**config.mk**
```make
export PLATFORM = sky130hd
export DESIGN_NAME = qr_decode_ctrl_flat
export DESIGN_NICKNAME = d
export VERILOG_FILES = /design/src/rtl/qr_pkg.sv /design/src/rtl/qr_decode_ctrl_if.sv /design/src/rtl/qr_decode_ctrl_stage_timer.sv /design/src/rtl/qr_decode_ctrl.sv /design/src/flat_wrapper.sv
export SDC_FILE = /design/constraint.sdc
export NUM_CORES = 1
export LEC_CHECK = 0
export ABC_AREA = 1
export CAP_MARGIN = 20
export CORE_ASPECT_RATIO = 0.6
export CORE_UTILIZATION = 40
export CTS_BUF_LIST = sky130_fd_sc_hd__clkbuf_8
export DETAILED_ROUTE_END_ITERATION = 16
export MAX_ROUTING_LAYER = met4
export PLACE_DENSITY = 0.73
export SETUP_SLACK_MARGIN = 0.5
export SYNTH_ARGS = -nofsm -noshare
export SYNTH_HDL_FRONTEND = slang
export SYNTH_SLANG_ARGS = --single-unit
```
**constraint.sdc**
```tcl
create_clock -name clk -period 1.52 [get_ports clk]
set_input_delay 0.304 -clock clk [delete_from_list [all_inputs] [get_ports clk]]
set_output_delay 0.304 -clock clk [all_outputs]
set_load 0.02 [all_outputs]
```
**src/rtl/qr_pkg.sv**
```systemverilog
// Shared types and constants for the QR decode controller.
//   addr_t  : shared SRAM read address (10 bits)
//   pos_t   : finder-pattern position index (4 bits)
//   err_t   : end-of-job error code
//   state_t : controller state encoding
//   find_t  : search result captured for the sampler
package qr_pkg;

    localparam int unsigned ADDR_W = 10;
    localparam int unsigned POS_W  = 4;
    localparam int unsigned ERR_W  = 2;

    typedef logic [ADDR_W-1:0] addr_t;
    typedef logic [POS_W-1:0]  pos_t;
    typedef logic [ERR_W-1:0]  err_t;

    localparam err_t ERR_NONE   = ERR_W'(0);
    localparam err_t ERR_SEARCH = ERR_W'(1);
    localparam err_t ERR_SAMPLE = ERR_W'(2);
    localparam err_t ERR_DECODE = ERR_W'(3);

    typedef enum logic [2:0] {
        ST_IDLE   = 3'd0,
        ST_SEARCH = 3'd1,
        ST_LATCH  = 3'd2,
        ST_SAMPLE = 3'd3,
        ST_DECODE = 3'd4,
        ST_DONE   = 3'd5,
        ST_ERR    = 3'd6
    } state_t;

    typedef struct packed {
        logic  scale;
        pos_t  pos;
        addr_t addr;
    } find_t;

endpackage

```
**src/rtl/qr_decode_ctrl_if.sv**
```systemverilog
// Handshake bundle between the QR decode controller and its environment.
//   host    : start in; busy, done, error, err_code out
//   sram    : sram_raddr out (shared read port)
//   search  : srch_start out; srch_raddr, srch_finish, srch_scale, srch_find_pos, srch_find_addr in
//   sampler : smp_start, smp_scale, smp_base_pos, smp_base_addr out; smp_raddr, smp_done in
//   decoder : dec_start out; dec_done, dec_ok in
// master = controller side, slave = environment side.
interface qr_decode_ctrl_if;
    import qr_pkg::*;

    logic  start;
    logic  busy;
    logic  done;
    logic  error;
    err_t  err_code;
    addr_t sram_raddr;

    logic  srch_start;
    addr_t srch_raddr;
    logic  srch_finish;
    logic  srch_scale;
    pos_t  srch_find_pos;
    addr_t srch_find_addr;

    logic  smp_start;
    addr_t smp_raddr;
    logic  smp_done;
    logic  smp_scale;
    pos_t  smp_base_pos;
    addr_t smp_base_addr;

    logic  dec_start;
    logic  dec_done;
    logic  dec_ok;

    modport master (
        input  start,
        output busy, done, error, err_code, sram_raddr,
        output srch_start,
        input  srch_raddr, srch_finish, srch_scale, srch_find_pos, srch_find_addr,
        output smp_start, smp_scale, smp_base_pos, smp_base_addr,
        input  smp_raddr, smp_done,
        output dec_start,
        input  dec_done, dec_ok
    );

    modport slave (
        output start,
        input  busy, done, error, err_code, sram_raddr,
        input  srch_start,
        output srch_raddr, srch_finish, srch_scale, srch_find_pos, srch_find_addr,
        input  smp_start, smp_scale, smp_base_pos, smp_base_addr,
        output smp_raddr, smp_done,
        input  dec_start,
        output dec_done, dec_ok
    );

endinterface

```
**src/rtl/qr_decode_ctrl_stage_timer.sv**
```systemverilog
// Per-stage watchdog: counts enabled cycles and saturates at TIMEOUT.
//   clk, rst : clock, async active-high reset
//   clear    : zero the count (takes priority over enable)
//   enable   : count this cycle
//   expired  : count has reached TIMEOUT
module stage_timer #(
    parameter int unsigned TIMEOUT = 4095,
    parameter int unsigned TW      = 13
) (
    input  logic clk,
    input  logic rst,
    input  logic clear,
    input  logic enable,
    output logic expired
);

    localparam logic [TW-1:0] LIMIT = TW'(TIMEOUT);

    logic [TW-1:0] count;

    // Saturating counter; clear wins so each stage starts from zero.
    always_ff @(posedge clk or posedge rst) begin
        if (rst) begin
            count <= '0;
        end else if (clear) begin
            count <= '0;
        end else if (enable && (count != LIMIT)) begin
            count <= count + TW'(1);
        end
    end

    assign expired = (count == LIMIT);

endmodule

```
**src/rtl/qr_decode_ctrl.sv**
```systemverilog
// Sequences one QR decode job: search -> latch -> sample -> decode, with a
// per-stage timeout, shared SRAM address arbitration and search-result capture.
//   clk, rst : clock, async active-high reset
//   bus      : qr_decode_ctrl_if master (host, SRAM, search, sampler, decoder)
module qr_decode_ctrl
    import qr_pkg::*;
#(
    parameter int unsigned TIMEOUT = 4095,
    parameter int unsigned TW      = 13
) (
    input  logic             clk,
    input  logic             rst,
    qr_decode_ctrl_if.master bus
);

    state_t state;
    find_t  cap_q;
    logic   tmr_clear_c;
    logic   tmr_en_c;
    logic   tmr_expired;

    assign tmr_en_c = (state == ST_SEARCH) || (state == ST_SAMPLE) || (state == ST_DECODE);

    // Clear the timer on every cycle that leaves the current state.
    always_comb begin
        tmr_clear_c = 1'b0;
        case (state)
            ST_IDLE:   tmr_clear_c = bus.start;
            ST_SEARCH: tmr_clear_c = bus.srch_finish || tmr_expired;
            ST_SAMPLE: tmr_clear_c = bus.smp_done    || tmr_expired;
            ST_DECODE: tmr_clear_c = bus.dec_done    || tmr_expired;
            default:   tmr_clear_c = 1'b1;
        endcase
    end

    stage_timer #(
        .TIMEOUT (TIMEOUT),
        .TW      (TW)
    ) u_timer (
        .clk     (clk),
        .rst     (rst),
        .clear   (tmr_clear_c),
        .enable  (tmr_en_c),
        .expired (tmr_expired)
    );

    assign bus.smp_scale     = cap_q.scale;
    assign bus.smp_base_pos  = cap_q.pos;
    assign bus.smp_base_addr = cap_q.addr;

    // Job FSM with registered pulses; completion inputs are tested before expiry.
    always_ff @(posedge clk or posedge rst) begin
        if (rst) begin
            state          <= ST_IDLE;
            bus.busy       <= 1'b0;
            bus.done       <= 1'b0;
            bus.error      <= 1'b0;
            bus.err_code   <= ERR_NONE;
            bus.sram_raddr <= '0;
            bus.srch_start <= 1'b0;
            bus.smp_start  <= 1'b0;
            bus.dec_start  <= 1'b0;
            cap_q          <= '0;
        end else begin
            bus.srch_start <= 1'b0;
            bus.smp_start  <= 1'b0;
            bus.dec_start  <= 1'b0;
            bus.done       <= 1'b0;
            bus.error      <= 1'b0;
            case (state)
                ST_IDLE: begin
                    if (bus.start) begin
                        state          <= ST_SEARCH;
                        bus.busy       <= 1'b1;
                        bus.srch_start <= 1'b1;
                        bus.err_code   <= ERR_NONE;
                    end
                end
                ST_SEARCH: begin
                    bus.sram_raddr <= bus.srch_raddr;
                    if (bus.srch_finish) begin
                        state       <= ST_LATCH;
                        cap_q.scale <= bus.srch_scale;
                        cap_q.pos   <= bus.srch_find_pos;
                        cap_q.addr  <= bus.srch_find_addr;
                    end else if (tmr_expired) begin
                        state        <= ST_ERR;
                        bus.error    <= 1'b1;
                        bus.err_code <= ERR_SEARCH;
                    end
                end
                ST_LATCH: begin
                    state         <= ST_SAMPLE;
                    bus.smp_start <= 1'b1;
                end
                ST_SAMPLE: begin
                    bus.sram_raddr <= bus.smp_raddr;
                    if (bus.smp_done) begin
                        state         <= ST_DECODE;
                        bus.dec_start <= 1'b1;
                    end else if (tmr_expired) begin
                        state        <= ST_ERR;
                        bus.error    <= 1'b1;
                        bus.err_code <= ERR_SAMPLE;
                    end
                end
                ST_DECODE: begin
                    if (bus.dec_done && bus.dec_ok) begin
                        state    <= ST_DONE;
                        bus.done <= 1'b1;
                    end else if (bus.dec_done || tmr_expired) begin
                        state        <= ST_ERR;
                        bus.error    <= 1'b1;
                        bus.err_code <= ERR_DECODE;
                    end
                end
                default: begin
                    // DONE / ERR (and any illegal code) return to IDLE
                    state    <= ST_IDLE;
                    bus.busy <= 1'b0;
                end
            endcase
        end
    end

endmodule
```
**src/flat_wrapper.sv**
```systemverilog
// flat-port wrapper written by rule: the top's interface ports become plain ports
module qr_decode_ctrl_flat import qr_pkg::*;
#(
    parameter int unsigned TIMEOUT = 4095,
    parameter int unsigned TW      = 13
)
  (clk, rst, bus_start, bus_busy, bus_done, bus_error, bus_err_code, bus_sram_raddr, bus_srch_start, bus_srch_raddr, bus_srch_finish, bus_srch_scale, bus_srch_find_pos, bus_srch_find_addr, bus_smp_start, bus_smp_scale, bus_smp_base_pos, bus_smp_base_addr, bus_smp_raddr, bus_smp_done, bus_dec_start, bus_dec_done, bus_dec_ok);
  qr_decode_ctrl_if bus_i ();
  input  logic clk;
  input  logic rst;
  input wire logic [$bits(bus_i.start)-1:0] bus_start;
  output wire logic [$bits(bus_i.busy)-1:0] bus_busy;
  output wire logic [$bits(bus_i.done)-1:0] bus_done;
  output wire logic [$bits(bus_i.error)-1:0] bus_error;
  output wire logic [$bits(bus_i.err_code)-1:0] bus_err_code;
  output wire logic [$bits(bus_i.sram_raddr)-1:0] bus_sram_raddr;
  output wire logic [$bits(bus_i.srch_start)-1:0] bus_srch_start;
  input wire logic [$bits(bus_i.srch_raddr)-1:0] bus_srch_raddr;
  input wire logic [$bits(bus_i.srch_finish)-1:0] bus_srch_finish;
  input wire logic [$bits(bus_i.srch_scale)-1:0] bus_srch_scale;
  input wire logic [$bits(bus_i.srch_find_pos)-1:0] bus_srch_find_pos;
  input wire logic [$bits(bus_i.srch_find_addr)-1:0] bus_srch_find_addr;
  output wire logic [$bits(bus_i.smp_start)-1:0] bus_smp_start;
  output wire logic [$bits(bus_i.smp_scale)-1:0] bus_smp_scale;
  output wire logic [$bits(bus_i.smp_base_pos)-1:0] bus_smp_base_pos;
  output wire logic [$bits(bus_i.smp_base_addr)-1:0] bus_smp_base_addr;
  input wire logic [$bits(bus_i.smp_raddr)-1:0] bus_smp_raddr;
  input wire logic [$bits(bus_i.smp_done)-1:0] bus_smp_done;
  output wire logic [$bits(bus_i.dec_start)-1:0] bus_dec_start;
  input wire logic [$bits(bus_i.dec_done)-1:0] bus_dec_done;
  input wire logic [$bits(bus_i.dec_ok)-1:0] bus_dec_ok;
  assign bus_i.start = bus_start;
  assign bus_busy = bus_i.busy;
  assign bus_done = bus_i.done;
  assign bus_error = bus_i.error;
  assign bus_err_code = bus_i.err_code;
  assign bus_sram_raddr = bus_i.sram_raddr;
  assign bus_srch_start = bus_i.srch_start;
  assign bus_i.srch_raddr = bus_srch_raddr;
  assign bus_i.srch_finish = bus_srch_finish;
  assign bus_i.srch_scale = bus_srch_scale;
  assign bus_i.srch_find_pos = bus_srch_find_pos;
  assign bus_i.srch_find_addr = bus_srch_find_addr;
  assign bus_smp_start = bus_i.smp_start;
  assign bus_smp_scale = bus_i.smp_scale;
  assign bus_smp_base_pos = bus_i.smp_base_pos;
  assign bus_smp_base_addr = bus_i.smp_base_addr;
  assign bus_i.smp_raddr = bus_smp_raddr;
  assign bus_i.smp_done = bus_smp_done;
  assign bus_dec_start = bus_i.dec_start;
  assign bus_i.dec_done = bus_dec_done;
  assign bus_i.dec_ok = bus_dec_ok;
  qr_decode_ctrl #(.TIMEOUT(TIMEOUT), .TW(TW)) u_core (.clk(clk), .rst(rst), .bus(bus_i));
endmodule
```
==> summary.md <==
## Critical path
• cells along the critical path: ha_4 > nand3_4 > nor2_4 > nand3_4 > nand2_4 > buf_4 > xor2_2 > nor2_1
• Worst EP required: 1730 ps
• most used cell along the critical path: nand3_4
• nature of the critical path endpoint: flop
• total number of cells along the worst setup path: 8
• number of buffer and inverter stages on the critical path: 1
• endpoint of the most critical register-to-register path: u_core.u_timer.count[0]
• Worst Path Max Fanout: 5
• worst flop-to-flop path startpoint: u_core.u_timer.count[0]
• crit path launch type: flop
• delay contributed by the slowest stage of the critical path: 430 ps
• delay-heaviest family, CP: simple AND/OR/NAND/NOR gates
• R2R Setup Slk: -90 ps
• number of cells on the worst reg-to-reg path: 8
• critical path endpoint: u_core.u_timer.count[0]
• Max stage delay cell, worst path: dfrtp_1
• Setup CP Type: flop to flop
• data arrival time of the worst path: 1820 ps
• Critical Path Source: u_core.u_timer.count[0]

## GRT
• total global-route track usage: 24.81%
• GRT met2 Usage: 35.57%
• pin count of the biggest net entering global routing: 25
• routing usage on met1: 35.24%
• met3 Use GR: 5.257%
• first-pass GRT wire length: 11.18 mm
• total gr overflow: 0
• number of antenna violations at the first check in global routing: 1
• via count of the first global-routing pass: 2287
• most heavily used metal layer in global routing: met2

## Place
• Port-buffer cells: 74
• area post-placement: 3471 um^2
• half-perimeter wire length after detailed placement: 4.653 mm
• weighted congestion reported at the end of routability-driven placement: 0.9371
• Worst Setup Slack post-DPL: -59.10 ps

## Timing
• worst hold slack across all endpoints: 287.6 ps
• FMAX: 622.1 MHz
• worst relative slew slack: 71.51%
• RSZ-0062 raised after global routing: yes
• worst-case setup margin in the final layout: -87.44 ps
• number of pins with negative max-slew slack in the final report: 0
• Final Hold Vio Count: 0
• share of the clock period used by the worst path after layout: 105.8%
• Final Setup Violations: 15
• sum of negative setup slack: -651.5 ps
• time the final worst path needs with I/O delays and setup: 1607 ps
• clk_skew: 12.69 ps
• transition time at the pin with the least slew margin: 422.9 ps

## Synthesis
• count of flip-flops with a built-in enable after synthesis: 0
• top flip-flop cell by instance count after synthesis: dfrtp_1
• sequential-to-total area share from yosys stat: 50.99%
• synthesis-stage register bit count: 49
• cell taking the most area after synthesis: dfrtp_1
• proportion of netlist area held by the largest area contributor: 50.99%
• yosys warns: 0
• Post-synth ARST share: 100.0%
• most frequently used cell type in the post-synthesis netlist: nand2_1
• count of distinct cell types in the synthesized netlist: 29
• net count of the mapped netlist: 349
• Avg Synthesized Cell Area: 7.859 um^2
• cell types occupying the most area after synthesis: dfrtp_1, nand2_1, inv_1
• number of instances in the synthesized netlist: 306
• leading cell types by count after synthesis: nand2_1, dfrtp_1, inv_1
• summed instance area of the synthesized netlist: 2405 um^2

## Detailed routing
• DRC viols: 0
• number of routed nets with antenna violations: 0
• Detailed Routing Iterations Pass 1: 4
• routed len/inst: 17.69 um
• violation count after the first detailed-route iteration: 233
• number of vias per cell after detailed routing: 5.184
• detailed-route via count: 2758
• Detailed Route WL: 9.411 mm

## Power
• Leak: 2.226 nW
• Peak supply drop: 0.0009196 V
• Pwr Density: 1910 nW/um^2
• total design power: 8.726 mW

## Final layout
• combined area of the multi-input logic cells: 1451 um^2
• layout cells sized above 1: 49.45%
• area added between synthesis and finish: 89.96%
• final-stage net count: 493
• Seq. cell area: 1229 um^2
• Non-Filler Cell Area, Final: 4568 um^2
• Layout fillers: 326

## Floorplanning
• total die area: 6336 um^2
• total I/O pin count: 75
• core footprint: 5675 um^2
• vertical extent of the die: 62.06 um
• initial standard-cell utilization of the core: 42.37%
• number of standard-cell rows in the floorplan: 21
• die width: 102.1 um

## Job
• number of violations of the max-capacitance limit: 0

## CTS
• worst-case clock buffer depth: 2
• Root Buffer Master: clkbuf_8
• CTS clock-pin slew for the worst setup and hold paths: 100 ps
• TritonCTS Buffers: 5
• sinks on the clock net: 49
• Skew-Pair Late Insertion Delay: 320 ps
• number of H-tree levels: 2
• clock tree from TritonCTS: yes

## Run status
• violations in the final reports: negative setup slack
• run status: finished, violations left

## Worst hold path
• worst hold-check path type: primary input to async pin

report_power, final:
part           internal, mW  switching (mW)  total (mW)  leakage, nW
combinational          2.80            2.80        5.60         1.54
clock                 0.493           0.478       0.971       0.0544
sequential             1.74           0.407        2.15        0.633
cell usage in the layout (no fill, tap or decap), drive strengths merged:
| master | count |
|---|---|
| a21oi | 3 |
| a22oi | 7 |
| a2bb2oi | 1 |
| a31oi | 1 |
| buf | 103 |
| bufinv | 1 |
| clkbuf | 5 |
| clkdlybuf4s50 | 41 |
| clkinv | 1 |
| clkinvlp | 2 |
| dfrtp | 49 |
| diode | 1 |
| ha | 1 |
| inv | 37 |
| nand2 | 130 |
| nand3 | 24 |
| nand3b | 1 |
| nand4 | 7 |
| nor2 | 27 |
| nor3 | 3 |
| o21ai | 5 |
| o21bai | 1 |
| xor2 | 1 |
logic make-up after synthesis:
group / share of synthesized area (%)
simple gates: 35.17
compound gates: 4.787
fa+ha+maj: 0.5202
buf+inv: 8.169
flops: 50.99
xor+xnor: 0.3643
through the flow:
stage          instances  util [%]
2_1_floorplan        306         -
6_report             532     80.49
3_3_place_gp         472     61.16
5_1_grt              532     80.49
3_5_place_dp         472     61.16
4_1_cts              513     72.40
worst min-delay path by stage:
stage | start | to | slack (ps) | cells after the start
after floorplan | rst | u_core.bus.busy | 340 | 1
after global placement | u_core.bus.smp_base_addr[1] | u_core.bus.smp_base_addr[1] | 460 | 2
after detailed placement | u_core.bus.smp_base_addr[1] | u_core.bus.smp_base_addr[1] | 470 | 2
after CTS | rst | u_core.bus.smp_base_addr[6] | 320 | 2
after global routing | rst | u_core.bus.smp_base_addr[3] | 320 | 2
final | rst | u_core.bus.smp_base_addr[9] | 290 | 2
sequential cells by signal, indices dropped and copies added (netlist names):
| signal | cells |
|---|---|
| u_core.bus.err_code | 2 |
| u_core.bus.done | 1 |
| u_core.bus.smp_scale | 1 |
| u_core.bus.smp_base_pos | 4 |
| u_core.bus.busy | 1 |
| u_core.bus.dec_start | 1 |
| u_core.u_timer.count | 13 |
| u_core.bus.smp_start | 1 |
| u_core.state | 3 |
| u_core.bus.srch_start | 1 |
| u_core.bus.sram_raddr | 10 |
| u_core.bus.smp_base_addr | 10 |
| u_core.bus.error | 1 |
routing by layer:
metal  routed length (um)  share of wire (%)
met5                    0                  0
met4                  358                3.8
met3                  632                6.7
met2                 4507                 48
met1                 3913                 42
what timing repair did:
action,CTS,global route
gates cloned,3,0
hold buffers,0,0
gates resized for setup,252,82
endpoints found under the hold margin,0,0
pin swaps,24,34
setup buffers,30,18
endpoints found under the setup margin,79,82
cell type report:
cell class,count,area share [%]
sequential,49,26.90
tap,80,2.191
timing repair buffer,144,32.65
antenna,1,0.05478
clock buffer,5,1.506
inverter,38,3.917
clock inverter,3,1.013
multi-input combinational,212,31.77
(Power assumes the default switching activity.)
